$ cat src/rtl/vedic_mac_acc.sv
// Accumulator stage behind the 4x4 multiplier array. It sums up to LEN unsigned products
// per group and presents one registered result over a valid/ready handshake.
module vedic_mac_acc #(
  parameter int unsigned PW    = 8,
  parameter int unsigned ACC_W = 12,
  parameter int unsigned LEN   = 4,
  parameter int unsigned CW    = $clog2(LEN + 1)
) (
  input  logic             clk,
  input  logic             rst,
  input  logic             in_valid,
  output logic             in_ready,
  input  logic [PW-1:0]    in_prod,
  input  logic             in_last,
  output logic             out_valid,
  input  logic             out_ready,
  output logic [ACC_W-1:0] out_sum,
  output logic             out_ovf,
  output logic [CW-1:0]    out_cnt
);

  localparam logic [0:0] StAcc = 1'b0;
  localparam logic [0:0] StOut = 1'b1;

  logic [0:0]       state_q, state_d;
  logic [ACC_W-1:0] acc_q, acc_d;
  logic [CW-1:0]    cnt_q, cnt_d;
  logic             ovf_q, ovf_d;
  logic [ACC_W-1:0] sum_q, sum_d;
  logic             oovf_q, oovf_d;
  logic [CW-1:0]    ocnt_q, ocnt_d;

  logic [ACC_W:0]   prod_ext;
  logic [ACC_W:0]   sum_ext;
  logic [CW-1:0]    cnt_inc;
  logic             in_fire;
  logic             grp_done;

  assign in_ready  = (state_q == StAcc);
  assign out_valid = (state_q == StOut);
  assign out_sum   = sum_q;
  assign out_ovf   = oovf_q;
  assign out_cnt   = ocnt_q;

  // Top bit of the widened add is the carry out of the ACC_W-bit accumulator.
  assign prod_ext = {{(ACC_W + 1 - PW){1'b0}}, in_prod};
  assign sum_ext  = {1'b0, acc_q} + prod_ext;
  assign cnt_inc  = cnt_q + CW'(1);
  assign in_fire  = in_valid & in_ready;
  assign grp_done = in_last | (cnt_inc == CW'(LEN));

  always_comb begin
    state_d = state_q;
    acc_d   = acc_q;
    cnt_d   = cnt_q;
    ovf_d   = ovf_q;
    sum_d   = sum_q;
    oovf_d  = oovf_q;
    ocnt_d  = ocnt_q;
    unique case (state_q)
      StAcc: begin
        if (in_fire) begin
          acc_d = sum_ext[ACC_W-1:0];
          ovf_d = ovf_q | sum_ext[ACC_W];
          cnt_d = cnt_inc;
          if (grp_done) begin
            state_d = StOut;
            sum_d   = sum_ext[ACC_W-1:0];
            oovf_d  = ovf_q | sum_ext[ACC_W];
            ocnt_d  = cnt_inc;
          end
        end
      end
      StOut: begin
        if (out_ready) begin
          state_d = StAcc;
          acc_d   = '0;
          cnt_d   = '0;
          ovf_d   = 1'b0;
        end
      end
      default: state_d = StAcc;
    endcase
  end

  always_ff @(posedge clk) begin
    if (rst) begin
      state_q <= StAcc;
      acc_q   <= '0;
      cnt_q   <= '0;
      ovf_q   <= 1'b0;
      sum_q   <= '0;
      oovf_q  <= 1'b0;
      ocnt_q  <= '0;
    end else begin
      state_q <= state_d;
      acc_q   <= acc_d;
      cnt_q   <= cnt_d;
      ovf_q   <= ovf_d;
      sum_q   <= sum_d;
      oovf_q  <= oovf_d;
      ocnt_q  <= ocnt_d;
    end
  end

endmodule

$ cat config.mk
export PLATFORM = sky130hd
export DESIGN_NAME = vedic_mac_acc
export DESIGN_NICKNAME = d
export VERILOG_FILES = /design/src/rtl/vedic_mac_acc.sv
export SDC_FILE = /design/constraint.sdc
export NUM_CORES = 1
export LEC_CHECK = 0
export ABC_AREA = 0
export BUFFER_PORTS_ARGS = -buffer_cell sky130_fd_sc_hd__buf_2
export CORE_UTILIZATION = 35
export DETAILED_ROUTE_END_ITERATION = 7
export PLACE_DENSITY = 0.6
export SYNTH_ARGS = -nofsm -noshare
export SYNTH_HDL_FRONTEND = slang
export SYNTH_SLANG_ARGS = --single-unit
$ cat constraint.sdc
create_clock -name clk -period 4.65 [get_ports clk]
set_input_delay 0.93 -clock clk [delete_from_list [all_inputs] [get_ports clk]]
set_output_delay 0.93 -clock clk [all_outputs]
set_load 0.005 [all_outputs]
==> flow_summary.toml <==
[run_status]
status = "complete, no violations"

[place]
gp_congestion = 0.779
pre_cts_ws_ps = 1650
hpwl_um = 2870
place_area_um2 = 1960
port_buffers = 30

[worst_setup_path]
crit_family = "compound AO/OA/AOI/OAI gates"
crit_fanout = 10
r2r_cells = 8
endpoint = "acc_q[10]"
cp.required_ps = 4860
crit_slowest_cell = "o41a_1"
reg2reg_from = "acc_q[0]"
startpoint = "in_prod[4]"
end_kind = "flip-flop"
cp.arrival_ps = 2910
reg2reg_to = "out_sum[10]"
slowest_delay_ps = 520
worst-path-buf-inv = 1
r2r_slack_ps = 2390
crit_chain = "buf_2 > ha_1 > a21o_1 > a21o_1 > o41a_1 > a311o_1 > a31oi_1"
cpMostUsedCell = "a21o_1"
path_class = "in -> reg"
crit_cells = 7
critPathLaunchType = "input pin"

[clock_tree]
cts_buffers = 5
cts_resized = 0
post_cts_buffers = 0
clockBufferDepth = 2
clock-sinks = 33
clkLatencyLatePin_ps = 280
htreeDepth = 2
hold_buffers = 0
root_buffer = "clkbuf_8"
cts_tree = "yes"
clkSlewWorstSetupHoldPaths_ps = 70

[yosys]
synth_top_area_cell = "dfxtp_1"
syn-instance-count = 210
yosysMostFrequentCell = "dfxtp_1"
synth_ff_type = "dfxtp_1"
syn_area_um2 = 1770
ys_seq_area_frac = 0.373
syn_avg_cell_area_um2 = 8.43
synth.distinct_cells = 41
synth_warnings = 0
synth_seq_cells = 33
synth_top_cell_area_share = 0.373
synth_nets = 234
ys_top_cells_by_area = "dfxtp_1 37%, ha_1 7.1%, a21oi_1 4.8%"
netlist_top_cells_count = "33 x dfxtp_1, 22 x nor2_1, 18 x nand2_1, 17 x a21oi_1, 14 x clkbuf_1"
async_flop_share = 0
synth_edf_count = 0

[sta]
final-max-slew-violation-count = 0
timing.final.crit_share = 0.581
grt_setup_unrepaired = "false"
fmax_ghz = 0.370
setup_ws_ps = 1950
tightest_slew_ps = 1170
slew_headroom = 0.222
setup_viol = 0
fin_tns_setup_ps = 0
clock_skew_ps = 4.27
hold_violations = 0
finalCriticalPeriod_ps = 2700

[power]
cellLeakagePower_nw = 0.869
p_total_w = 0.000686
powerDensity_nw_per_um2 = 334
peakVddDrop_mv = 0.144

[hold_path]
worstHoldPathCells = 2
hp-class = "reg -> reg"

[flow_run]
max_cap_violations = 0

[global_routing]
grt_pass1_wl_um = 6940
grt_pass1_vias = 1501
overflow = 0
grt_max_degree = 40
antenna_found_initial = 0
grt_usage = 0.170

[floorplanning]
rows = 25
die_w_um = 73.1
design.die.area_um2 = 5350
core-area_um2 = 4790
initial_utilization = 0.370
pin_count = 31
die_h_um = 73.1

[finish]
drive_above_1_share = 0.196
diodes = 0
design_area_um2 = 2060
area_growth_pct = 16.2
num-fill-cells = 527
finalCoreUtilization = 0.430
layout.nets = 258

[detailed_routing]
ant_nets = 0
drc = 0
num_vias = 1602
wl_um = 4140
viasPerCell = 5.30
wl_per_cell_um = 13.7
first_iter_violations = 86
firstDrtPassIters = 5
per-layer routing:
metal / global-route usage / vias to the layer above / routed length [um]
met5: 0 / - / 0
met4: 0.0458 / 0 / 38
met3: 0.0456 / 6 / 204
met2: 0.278 / 41 / 1830
met1: 0.221 / 733 / 2070
li1: - / 822 / -
flip-flops by register name (all words and copies together) (netlist names):
| register | cells |
|---|---|
| cnt_q | 3 |
| out_sum | 12 |
| out_ovf | 1 |
| acc_q | 12 |
| out_cnt | 3 |
| ovf_q | 1 |
| out_valid | 1 |
logic make-up (layout without fill, tap and decap cells):
group,count (synthesis),count (layout),synth area share
and+or+nand+nor,80,80,0.231
DFF,33,33,0.373
xor gates and xnor gates,3,3,0.0148
AOI/OAI and AO/OA,62,62,0.250
adders and majority gates,11,11,0.0820
buffers and inverters,21,46,0.0488
final cells by class:
cell class | count | area, um^2 | share of cell area
multi-input cells | 156 | 1020 | 0.498
flip-flops and latches | 33 | 661 | 0.321
repair buffers | 32 | 165 | 0.0803
clock buffers | 7 | 96.3 | 0.0468
well taps | 67 | 83.8 | 0.0408
inverters | 6 | 22.5 | 0.0109
clock inverters | 1 | 5.00 | 0.00243
cells in the final DEF, fill, tap and decap left out, types with 4 or more instances in the layout:
master / instances
dfxtp_1: 33
o2111ai_1: 4
inv_1: 6
ha_1: 10
a21oi_1: 17
nand2b_1: 7
a211oi_1: 4
o21ai_0: 6
buf_2: 30
a21o_1: 5
nor2_1: 22
nand3b_1: 7
nand2_1: 18
nand3_1: 8
a22oi_1: 4
clkbuf_8: 7
tightest hold or removal path, cell delays in order, from the launching register on:
cell,delay [ps]
dfxtp_1,310
nand2_1,50
a21oi_1,50
how the worst min path moves through the flow:
stage               start          to  slack, ps
2_1_floorplan  out_cnt[1]  out_cnt[1]        450
3_3_place_gp   out_sum[6]  out_sum[6]        440
3_5_place_dp   out_sum[6]  out_sum[6]        450
4_1_cts        out_sum[6]  out_sum[6]        460
5_1_grt        out_sum[5]  out_sum[5]        480
6_report       out_sum[6]  out_sum[6]        450
power breakdown:
part | total (W) | switching (W) | internal (W)
Clock | 0.000240 | 0.000106 | 0.000134
Sequential | 0.000312 | 0.0000117 | 0.000301
Combinational | 0.000134 | 0.0000785 | 0.0000552
metrics by stage:
step | hold slack [ps] | instances
after CTS | 460 | 302
after detailed placement | 451 | 294
after floorplan | 453 | 210
final | 454 | 302
after global placement | 444 | 294
after global routing | 483 | 302
No activity file was read; power rests on OpenSTA's default activity.
